--- src/rtl/serial_adder_ctrl.sv ---
// Bit-serial WIDTH-bit adder that sequences one FULL_ADDER cell LSB-first with a registered carry.
// Optional macro SERIAL_ADDER_OVF_EN adds the registered signed-overflow output OVF.
module serial_adder_ctrl #(
  parameter int WIDTH = 8
) (
  input  logic             CLK,
  input  logic             RST_N,
  input  logic             START,
  input  logic [WIDTH-1:0] A,
  input  logic [WIDTH-1:0] B,
  input  logic             CIN,
  output logic             READY,
  output logic             BUSY,
  output logic             DONE,
  output logic [WIDTH-1:0] SUM,
  output logic             COUT
`ifdef SERIAL_ADDER_OVF_EN
  ,
  output logic             OVF
`endif
);
  localparam int CW = $clog2(WIDTH + 1);
  localparam logic [CW-1:0] LAST = CW'(WIDTH - 1);

  typedef enum logic [1:0] {
    ST_IDLE = 2'd0,
    ST_RUN  = 2'd1,
    ST_FIN  = 2'd2
  } state_t;

  state_t           r_state;
  logic [WIDTH-1:0] r_a_sh;
  logic [WIDTH-1:0] r_b_sh;
  logic [WIDTH-1:0] r_s_sh;
  logic [WIDTH-1:0] r_sum;
  logic             r_cy;
  logic             r_cout;
  logic [CW-1:0]    r_cnt;
  logic             w_s;
  logic             w_co;
  logic [WIDTH-1:0] w_s_next;
`ifdef SERIAL_ADDER_OVF_EN
  logic             r_ovf;
`endif

  FULL_ADDER u_fa (
    .A  (r_a_sh[0]),
    .B  (r_b_sh[0]),
    .CI (r_cy),
    .S  (w_s),
    .CO (w_co)
  );

  // New sum bit enters at the MSB; written as a shift so WIDTH=1 needs no special case.
  assign w_s_next = WIDTH'({w_s, r_s_sh} >> 1);

  assign READY = (r_state == ST_IDLE) || (r_state == ST_FIN);
  assign BUSY  = (r_state == ST_RUN);
  assign DONE  = (r_state == ST_FIN);
  assign SUM   = r_sum;
  assign COUT  = r_cout;
`ifdef SERIAL_ADDER_OVF_EN
  assign OVF   = r_ovf;
`endif

  // Control FSM and datapath: load on accept, one bit per RUN cycle, publish on the last bit.
  always_ff @(posedge CLK or negedge RST_N) begin
    if (!RST_N) begin
      r_state <= ST_IDLE;
      r_a_sh  <= {WIDTH{1'b0}};
      r_b_sh  <= {WIDTH{1'b0}};
      r_s_sh  <= {WIDTH{1'b0}};
      r_sum   <= {WIDTH{1'b0}};
      r_cy    <= 1'b0;
      r_cout  <= 1'b0;
      r_cnt   <= {CW{1'b0}};
`ifdef SERIAL_ADDER_OVF_EN
      r_ovf   <= 1'b0;
`endif
    end else begin
      case (r_state)
        ST_IDLE, ST_FIN: begin
          if (START) begin
            r_a_sh  <= A;
            r_b_sh  <= B;
            r_s_sh  <= {WIDTH{1'b0}};
            r_cy    <= CIN;
            r_cnt   <= {CW{1'b0}};
            r_state <= ST_RUN;
          end else begin
            r_state <= ST_IDLE;
          end
        end
        ST_RUN: begin
          r_s_sh <= w_s_next;
          r_cy   <= w_co;
          r_a_sh <= r_a_sh >> 1;
          r_b_sh <= r_b_sh >> 1;
          r_cnt  <= r_cnt + CW'(1);
          if (r_cnt == LAST) begin
            r_sum   <= w_s_next;
            r_cout  <= w_co;
`ifdef SERIAL_ADDER_OVF_EN
            // r_cy here is the carry into the MSB, w_co the carry out of it.
            r_ovf   <= r_cy ^ w_co;
`endif
            r_state <= ST_FIN;
          end else begin
            r_state <= ST_RUN;
          end
        end
        default: begin
          r_state <= ST_IDLE;
        end
      endcase
    end
  end
endmodule

// One-bit full adder cell.
module FULL_ADDER (
  input  logic A,
  input  logic B,
  input  logic CI,
  output logic S,
  output logic CO
);
  assign S  = A ^ B ^ CI;
  assign CO = (A & B) | (CI & (A ^ B));
endmodule

--- config.mk ---
export PLATFORM = sky130hd
export DESIGN_NAME = serial_adder_ctrl
export DESIGN_NICKNAME = d
export VERILOG_FILES = /design/src/rtl/serial_adder_ctrl.sv
export SDC_FILE = /design/constraint.sdc
export NUM_CORES = 1
export LEC_CHECK = 0
export BUFFER_PORTS_ARGS = -buffer_cell sky130_fd_sc_hd__buf_2
export CAP_MARGIN = 0
export CORE_MARGIN = 2
export CORE_UTILIZATION = 53
export DETAILED_ROUTE_END_ITERATION = 10
export PLACE_DENSITY = 0.86
export SLEW_MARGIN = 30
export SYNTH_ARGS = -nofsm -noshare
export SYNTH_HDL_FRONTEND = slang
export SYNTH_SLANG_ARGS = --single-unit
export TNS_END_PERCENT = 50
--- constraint.sdc ---
create_clock -name CLK -period 2.05 [get_ports CLK]
set_clock_uncertainty 0.2 [all_clocks]
set_input_delay 0.41 -clock CLK [delete_from_list [all_inputs] [get_ports CLK]]
set_output_delay 0.41 -clock CLK [all_outputs]
set_load 0.02 [all_outputs]
# Word level (Yosys, flattened, before mapping)
# Index checks and enable logic that the tools add are counted.
[op_classes]
n_addsub = 1
n_eq_ne = 4
mux = 13
n_bitwise = 5
reduce_logical = 6
[op_table]
columns = ["operator", "count"]
rows = [
  ["one-hot mux 8 bit (2 select lines)", 3],
  ["2-to-1 mux 8 bit", 3],
  ["one-hot mux 4 bit (2 select lines)", 1],
  ["adder 4 x 1 -> 4 bit (second input constant)", 1],
  ["equality test 4 x 3 -> 1 bit (second input constant)", 1],
  ["2-to-1 mux 4 bit", 1],
  ["one-hot mux 2 bit (2 select lines)", 1],
  ["AND reduction 2 bit", 2],
  ["bitwise AND 1 bit", 2],
  ["equality test 2 x 1 -> 1 bit (second input constant)", 1],
  ["equality test 2 bit (second input constant)", 1],
  ["zero test 2 bit", 1],
  ["2-to-1 mux 1 bit", 2],
  ["2-to-1 mux 2 bit", 1],
  ["inequality test 2 bit (second input constant)", 1],
  ["one-hot mux 1 bit (2 select lines)", 1],
  ["nonzero test 2 bit", 1],
  ["OR reduction 2 bit", 1],
  ["bitwise XOR 1 bit", 2],
  ["logical OR 1 bit", 1],
  ["bitwise OR 1 bit", 1],
]
[word_totals]
reg_bits = 40
in_bits = 20
out_inout_bits = 12
elab_cells = 37

# Logic depth before layout (Yosys ltp)
# Gate-level depths: netlist of the first run.
[depth]
depth_word = 4
ltp_mapped = 5
mapped_depth_nobuf = 4

# Cells and area by module
# Synthesis of the first run repeated with hierarchy kept, for this count alone.
[hier_totals]
cells_unflattened = 114
hier_area_um2 = 1604.0
[modules_own_cells]
columns = ["module", "n_inst", "cells_per_inst", "area_each_um2", "seq_area_each_um2"]
rows = [
  ["serial_adder_ctrl", 1, 113, 1584.0, 975.9],
  ["FULL_ADDER", 1, 1, 20.0, 0.0],
]

# Worst setup path after synthesis of the first run
# OpenSTA, ideal clock, no wires.
[synth_path]
kind = "reg-to-reg"
start = "register r_cnt[0]"
end = "register r_cout (netlist: COUT)"
setup_ns = 0.125
t_arrival_ns = 1.379
t_required_ns = 1.725
setup_slack_ns = 0.346
path_stages_with_launch = 5
path_buffers = 0
synth_period_minus_slack_ns = 1.704
path_cell_list = "dfrtp_1 ha_1 nand2_1 nor4_4 mux2_2"
[synth_between]
elab_chain_len = 2
[synth_rtl]
columns = ["element", "line", "text"]
rows = [
  ["start: declaration", "38", "logic [CW-1:0] r_cnt;"],
  ["start signal: assignment", "76", "r_cnt <= {CW{1'b0}};"],
  ["start signal: assignment", "88", "r_cnt <= {CW{1'b0}};"],
  ["start signal: assignment", "99", "r_cnt <= r_cnt + CW'(1);"],
  ["equality test 4 x 3 -> 1 bit", "100", "if (r_cnt == LAST) begin"],
  ["AND reduction 2 bit (no source line)", "n/a", ""],
  ["end signal: assignment", "102", "r_cout <= w_co;"],
  ["end: declaration", "37", "logic r_cout;"],
]
# Every way passes these cells.
# A chain may end at the register's enable or synchronous reset.

# Final worst setup path of the first run
[layout_path]
start = "register r_state[0]"
end = "output port BUSY"
[layout_between]
elab_chain_len = 1
[layout_rtl]
columns = ["element", "line", "text"]
rows = [
  ["start: declaration", "31", "state_t r_state;"],
  ["start signal: assignment", "69", "r_state <= ST_IDLE;"],
  ["start signal: assignment", "89", "r_state <= ST_RUN;"],
  ["start signal: assignment", "91", "r_state <= ST_IDLE;"],
  ["equality test 2 x 1 -> 1 bit", "58", "assign BUSY = (r_state == ST_RUN);"],
  ["end: declaration", "13", "output logic BUSY,"],
]
# Every way passes these cells.

==> results.md, run 1 <==
Hold path
- **type of the most critical hold path** in -> reg
- **HP Start** B[7]
- **sink of the worst hold path** r_b_sh[7]
- **hold path depth** 2

Setup path
- **Critical Path Sink Type** output port
- **startpoint of the worst-slack reg-to-reg timing path** r_cnt[0]
- **Crit path required time** 1.44 ns
- **critical path arrival** 1.30 ns
- **register-to-register setup slack** 0.34 ns
- **startpoint-to-endpoint class of the critical path** reg -> out
- **maximum fanout along the worst path** 9
- **worst path cell trace** nor2b_4 > buf_2
- **R2R Path End** SUM[5]
- **launching element type of the critical path** flip-flop
- **maximum cell stage delay along the critical path** 0.43 ns
- **worst r2r path cells** 5
- **worst-path cell with the longest stage delay** dfrtp_1

STA
- **setup repair after global routing missed its margin** no
- **setup TNS** 0 ns
- **f_max** 524.6 MHz
- **number of endpoints failing setup at the final stage** 0
- **final clock period utilization by the worst path** 92.99%
- **max-slew violations** 0
- **Worst slew margin** 70.92%
- **transition time of the tightest slew-check pin** 0.4362 ns
- **post-route minimum period** 1.906 ns
- **number of hold violations in the final report** 0

Die
- **Top-Level Pins** 32
- **cell row count** 19
- **area of the core** 2805 µm²
- **DIE AREA** 3483 µm²
- **height of the die** 59.02 µm
- **Die X** 59.02 µm
- **initial core utilization** 57.18%

Detailed routing
- **Routed WL per cell** 16.04 µm
- **total wire length** 2951 µm
- **met3 wire length** 172 µm
- **top layer used by detailed routing** met4
- **routed vias** 1095
- **drt first-iter violations** 39
- **number of nets with antenna violations after detailed routing** 0
- **met2 layer wire length in the routed design** 1448 µm
- **first drt pass iteration count** 4
- **drc violations** 0
- **Via density** 5.951
- **detailed-route wire length on metal 1** 1277 µm

Clocking
- **clock tree from TritonCTS** built
- **number of buffers on the longest clock path** 2
- **number of sinks on the clock net** 39
- **maximum level of the CTS H-tree** 2
- **CTS Buf Count** 5
- **clock transition at the registers of the reported paths** 0.12 ns
- **cell chosen for the clock root** clkbuf_4
- **clock latency at the later pin of the worst-skew pair** 0.35 ns

Final layout
- **proportion of layout cells with a drive suffix above 1** 38.56%
- **most used cells in the layout excluding fill and tap cells** dfrtp_1, buf_2, a22o_1
- **count of fill cells added during filler insertion** 222
- **Antenna diodes** 0
- **final cell count without fillers** 184
- **final net count** 174
- **growth of design area from synthesis to finish** 17.86%
- **fraction of the core area covered by cells at the end of the flow** 67.40%
- **most common library cell in the layout ignoring fill and taps** dfrtp_1

Placed design
- **count of port buffers added during placement** 31
- **DP Cell Count** 175
- **estimated wirelength of the detail-placed design** 2104 µm
- **RD Place Congestion** 0.8076

Global route
- **first-pass GRT wire length** 5230 µm
- **residual overflow from global routing** 0
- **number of global-route vias before repair** 1099
- **pin count of the biggest net entering global routing** 25
- **initial antenna violation count** 0
- **overall global routing resource usage** 20.57%

Power and ir drop
- **power per cell area** 1563 nW/µm²
- **leakage power** 0.001050 µW
- **Overall Power** 2956 µW
- **Peak VDD IR** 0.0007903 V

Synthesis
- **number of distinct library cells after synthesis** 17
- **synthesized flop and latch total** 39
- **part of the Yosys area used for sequential elements** 60.84%
- **Yosys warning total** 0
- **number of nets in the synthesized netlist** 136
- **Post-Syn Area per Cell** 14.07 µm²
- **area of the mapped netlist** 1604 µm²
- **synthesized instance count** 114

Run
- **max cap viols** 0

Status
- **outcome** complete, no violations

## power breakdown
group | internal (µW) | switching (µW)
Combinational | 636 | 613
Sequential | 1100 | 231
Clock | 128 | 246
## how the worst max path moves through the flow
| stage | from | slack, ns | end |
|---|---|---|---|
| global placement | r_cnt[0] | 0.42 | SUM[5] |
| floorplan | r_cnt[0] | 0.35 | COUT |
| CTS | r_state[0] | 0.008 | BUSY |
| detailed placement | r_cnt[0] | 0.35 | SUM[5] |
| global route | r_state[1] | 0.06 | BUSY |
| finish | r_state[0] | 0.14 | BUSY |
## critical path, delay by kind of cell, from the launching register on
| kind | cells | cell delay (ns) |
|---|---|---|
| AND/OR/NAND/NOR | 1 | 0.30 |
| buffers and inverters | 1 | 0.21 |
| flip-flops | 1 | 0.43 |
## sequential cells by signal, indices dropped and copies added, names as in the netlist
name,count
r_cnt,4
COUT,1
r_s_sh,7
r_a_sh,8
r_state,2
r_b_sh,8
r_cy,1
SUM,8
## synthesized netlist by cell type (all sizes together)
| cell type | n | area share [%] |
|---|---|---|
| nor2b | 2 | 0.78 |
| nand2 | 3 | 0.70 |
| nand2b | 1 | 0.39 |
| nor2 | 1 | 0.39 |
| o21ai | 1 | 0.31 |
| fa | 1 | 1.2 |
| and2b | 2 | 0.94 |
| buf | 7 | 2.2 |
| inv | 1 | 0.23 |
| ha | 1 | 0.78 |
| a21o | 15 | 7.0 |
| nor4 | 1 | 1.3 |
| mux2i | 2 | 1.2 |
| mux2 | 10 | 7.0 |
| dfrtp | 39 | 61 |
| nand4 | 1 | 0.39 |
| a22o | 26 | 14 |
## cell families after synthesis
family	Yosys count	share of synthesized area, %
mux	12	8.269
compound gates	42	21.53
simple gates	11	4.914
flops	39	60.84
buf+inv	8	2.418
fa+ha+maj	2	2.028
## layout make-up
cell class                      instances  area, µm²  share of cell area (%)
Inverter                                1      3.754                  0.1985
Multi-Input combinational cell         67      596.8                   31.57
Tap cell                               31      38.79                   2.052
Clock inverter                          3      15.01                  0.7942
Timing Repair Buffer                   38      222.7                   11.78
Sequential cell                        39      975.9                   51.62
Clock buffer                            5      37.54                   1.985
## timing repair
action,4_1_cts,5_1_grt
gates resized for setup,0,1
setup endpoints to repair,0,1
hold buffers,1,0
setup buffers,0,0
endpoints found under the hold margin,18,0
## layer usage
| metal | up-vias | track usage [%] |
|---|---|---|
| met5 | - | 0 |
| li1 | 504 | - |
| met3 | 6 | 7.424 |
| met1 | 553 | 26.91 |
| met4 | 0 | 6.818 |
| met2 | 32 | 32.06 |
## per-stage QoR
| stage | setup slack (ns) | area (µm²) | hold WS [ns] |
|---|---|---|---|
| 2_1_floorplan | 0.3463 | 1604 | -0.08559 |
| 4_1_cts | 0.007562 | 1886 | 0.06883 |
| 5_1_grt | 0.06127 | 1891 | 0.07899 |
| 3_5_place_dp | 0.3471 | 1823 | 0.1741 |
| 3_3_place_gp | 0.4199 | 1823 | 0.1672 |
| 6_report | 0.1437 | 1891 | 0.08470 |
Note: power is estimated with default switching activity, not from simulation.
==> run 2: changes to the inputs <==
--- a/config.mk
+++ b/config.mk
@@ -8,9 +8,9 @@
 export BUFFER_PORTS_ARGS = -buffer_cell sky130_fd_sc_hd__buf_2
 export CAP_MARGIN = 0
 export CORE_MARGIN = 2
-export CORE_UTILIZATION = 53
+export CORE_UTILIZATION = 48
 export DETAILED_ROUTE_END_ITERATION = 10
-export PLACE_DENSITY = 0.86
+export PLACE_DENSITY = 0.83
 export SLEW_MARGIN = 30
 export SYNTH_ARGS = -nofsm -noshare
 export SYNTH_HDL_FRONTEND = slang
==> constraint.sdc (replaced) <==
create_clock -name CLK -period 1.7 [get_ports CLK]
set_clock_uncertainty 0.2 [all_clocks]
set_input_delay 0.34 -clock CLK [delete_from_list [all_inputs] [get_ports CLK]]
set_output_delay 0.34 -clock CLK [all_outputs]
set_load 0.02 [all_outputs]
==> run 2 against run 1 <==
Sequential share of layout area decreased by 3.7 points. Final cell count increased by 12%. Largest power group is now combinational logic. Via count increased by 3.5%. Global-route usage decreased by 2.7 points. The flow now finishes with violations (negative setup slack). Combinational power increased by 46%. Largest cell class unchanged.
==> results.md, run 2 (synthesis results as in run 1) <==
Power and ir drop
- **Combinational Power Share** 46.9%, was 42.3%
- **Overall Power** 3889 µW, was 2956 µW
- **Peak VDD IR** 0.0008036 V, was 0.0007903 V
- **power per cell area** 1912 nW/µm², was 1563 nW/µm²
- **internal power summed over all cells** 2475 µW, was 1866 µW
- **fraction of power consumed by the clock network** 11.8%, was 12.6%
- **switching portion of total power** 36.36%, was 36.86%
- **power share of the sequential group** 41.3%, was 45.1%
- **leakage power** 0.001103 µW, was 0.001050 µW
- **net switching component of the power** 1414 µW, was 1089 µW

Die
- **height of the die** 61.81 µm, was 59.02 µm
- **DIE AREA** 3820 µm², was 3483 µm²
- **initial core utilization** 51.28%, was 57.18%
- **Die X** 61.81 µm, was 59.02 µm
- **cell row count** 20, was 19
- **area of the core** 3128 µm², was 2805 µm²
- **Top-Level Pins** 32, unchanged

Status
- **outcome** complete, but fails checks, was complete, no violations
- **failing checks** negative setup slack

Detailed routing
- **total wire length** 3280 µm, was 2951 µm
- **drc violations** 0, unchanged
- **Via density** 5.500, was 5.951
- **Routed WL per cell** 15.92 µm, was 16.04 µm
- **routed vias** 1133, was 1095
- **first drt pass iteration count** 4, unchanged
- **number of nets with antenna violations after detailed routing** 0, unchanged
- **drt first-iter violations** 33, was 39

Placed design
- **count of port buffers added during placement** 31, unchanged
- **cell area after placement** 1819 µm², was 1823 µm²
- **estimated wirelength of the detail-placed design** 1961 µm, was 2104 µm
- **pre-CTS worst setup slack** -0.2310 ns, was 0.3471 ns
- **RD Place Congestion** 0.7478, was 0.8076

STA
- **setup repair after global routing missed its margin** yes, was no
- **Worst slew margin** 64.54%, was 70.92%
- **max-slew violations** 0, unchanged
- **final hold slack** 0.01692 ns, was 0.08470 ns
- **f_max** 564.1 MHz
- **number of endpoints failing setup at the final stage** 2, was 0
- **post-route minimum period** 1.773 ns
- **final worst slack** -0.07261 ns, was 0.1437 ns
- **final clock period utilization by the worst path** 104.3%
- **transition time of the tightest slew-check pin** 0.5314 ns, was 0.4362 ns
- **number of hold violations in the final report** 0, unchanged

Setup path
- **critical path arrival** 1.23 ns, was 1.30 ns
- **R2R Path End** SUM[4], was SUM[5]
- **crit path to** DONE, was BUSY
- **startpoint of the worst-slack reg-to-reg timing path** r_cnt[0], unchanged
- **Critical Path Start** r_state[0], unchanged
- **maximum fanout along the worst path** 4, was 9
- **Critical Path Sink Type** output port, unchanged
- **launching element type of the critical path** flip-flop, unchanged
- **Crit path required time** 1.16 ns, was 1.44 ns
- **worst r2r path cells** 5, unchanged
- **startpoint-to-endpoint class of the critical path** reg -> out, unchanged
- **register-to-register setup slack** 0.01 ns, was 0.34 ns

Clocking
- **cell chosen for the clock root** clkbuf_4, unchanged
- **number of buffers on the longest clock path** 2, unchanged
- **maximum level of the CTS H-tree** 2, unchanged
- **clock tree from TritonCTS** built, unchanged
- **clock latency at the later pin of the worst-skew pair** 0.34 ns, was 0.35 ns
- **CTS Buf Count** 5, unchanged
- **clock transition at the registers of the reported paths** 0.12 ns, about the same
- **number of sinks on the clock net** 39, unchanged

Final layout
- **most common library cell in the layout ignoring fill and taps** dfrtp_1, unchanged
- **fraction of the core area covered by cells at the end of the flow** 65.04%, was 67.40%
- **Antenna diodes** 0, unchanged
- **growth of design area from synthesis to finish** 26.83%, was 17.86%
- **Finished Cell Area** 2034 µm², was 1891 µm²
- **count of fill cells added during filler insertion** 243, was 222
- **proportion of layout cells with a drive suffix above 1** 43.21%, was 38.56%
- **most used cells in the layout excluding fill and tap cells** dfrtp_1, buf_2, a22o_1, unchanged
- **final net count** 183, was 174

Global route
- **first-pass GRT wire length** 4933 µm, was 5230 µm
- **initial antenna violation count** 0, unchanged
- **pin count of the biggest net entering global routing** 40, was 25
- **overall global routing resource usage** 17.85%, was 20.57%
- **number of global-route vias before repair** 1082, was 1099
- **residual overflow from global routing** 0, unchanged

Run
- **max cap viols** 0, unchanged

Hold path
- **type of the most critical hold path** in -> reg, unchanged

run 2: changes by cell type in the layout (fill, tap and decap cells not counted), moves of 2 or more:
| cell | change |
|---|---|
| clkinv_2 | -2 |
| buf_6 | +4 |
| buf_4 | +4 |
| buf_2 | -2 |
run 2: critical path: stages (launching register included):
cell	delay, ns
dfrtp_1	0.45
buf_6	0.14
and2b_1	0.19
buf_6	0.11
run 2: per-stage QoR:
stage / TNS, ns / std cells
final: -0.1360 / 206
after global placement: -2.900 / 187
after CTS: -0.1603 / 196
after global routing: -0.6787 / 206
after floorplan: -0.03330 / 114
after detailed placement: -4.270 / 187
run 2: worst min-delay path by stage:
stage	slack [ns]	cells past startpoint	to	start
final	0.02	2	r_a_sh[7]	A[7]
after global routing	0.007	2	r_a_sh[7]	A[7]
after CTS	0.007	2	r_a_sh[7]	A[7]
after detailed placement	0.22	2	SUM[1]	RST_N
after global placement	0.21	2	SUM[1]	RST_N
after floorplan	-0.16	0	COUT	RST_N
run 2: power by group through the flow:
stage          logic (µW)  registers, µW  clock network, µW
2_1_floorplan        1030           1650                  0
3_3_place_gp         1390           1580                  0
3_5_place_dp         1460           1610                  0
4_1_cts              1570           1600                470
5_1_grt              1980           1660                514
6_report             1820           1610                460
run 2: layer usage:
| layer | up-vias | GRT usage (%) | part of all wire [%] |
|---|---|---|---|
| li1 | 520 | - | - |
| met1 | 578 | 23.41 | 43 |
| met2 | 30 | 28.72 | 51 |
| met3 | 5 | 4.762 | 4.6 |
| met4 | 0 | 6.383 | 0.61 |
| met5 | - | 0 | 0 |
run 2: what timing repair did:
| item | CTS | global route |
|---|---|---|
| hold buffers | 1 | 0 |
| setup endpoints to repair | 36 | 18 |
| pin swaps | 1 | 1 |
| endpoints found under the hold margin | 39 | 0 |
| resized for setup | 11 | 6 |
| setup buffers | 0 | 8 |
| gates cloned | 0 | 2 |
run 2: layout make-up:
cell class                 count  area [µm²]  share of cell area, %
clock buffer                   6       41.29                  2.030
tap                           44       55.05                  2.706
inverter                       1       3.754                 0.1845
multi-input combinational     68       618.1                  30.38
clock inverter                 2       12.51                 0.6150
timing repair buffer          46       327.8                  16.11
sequential                    39       975.9                  47.97
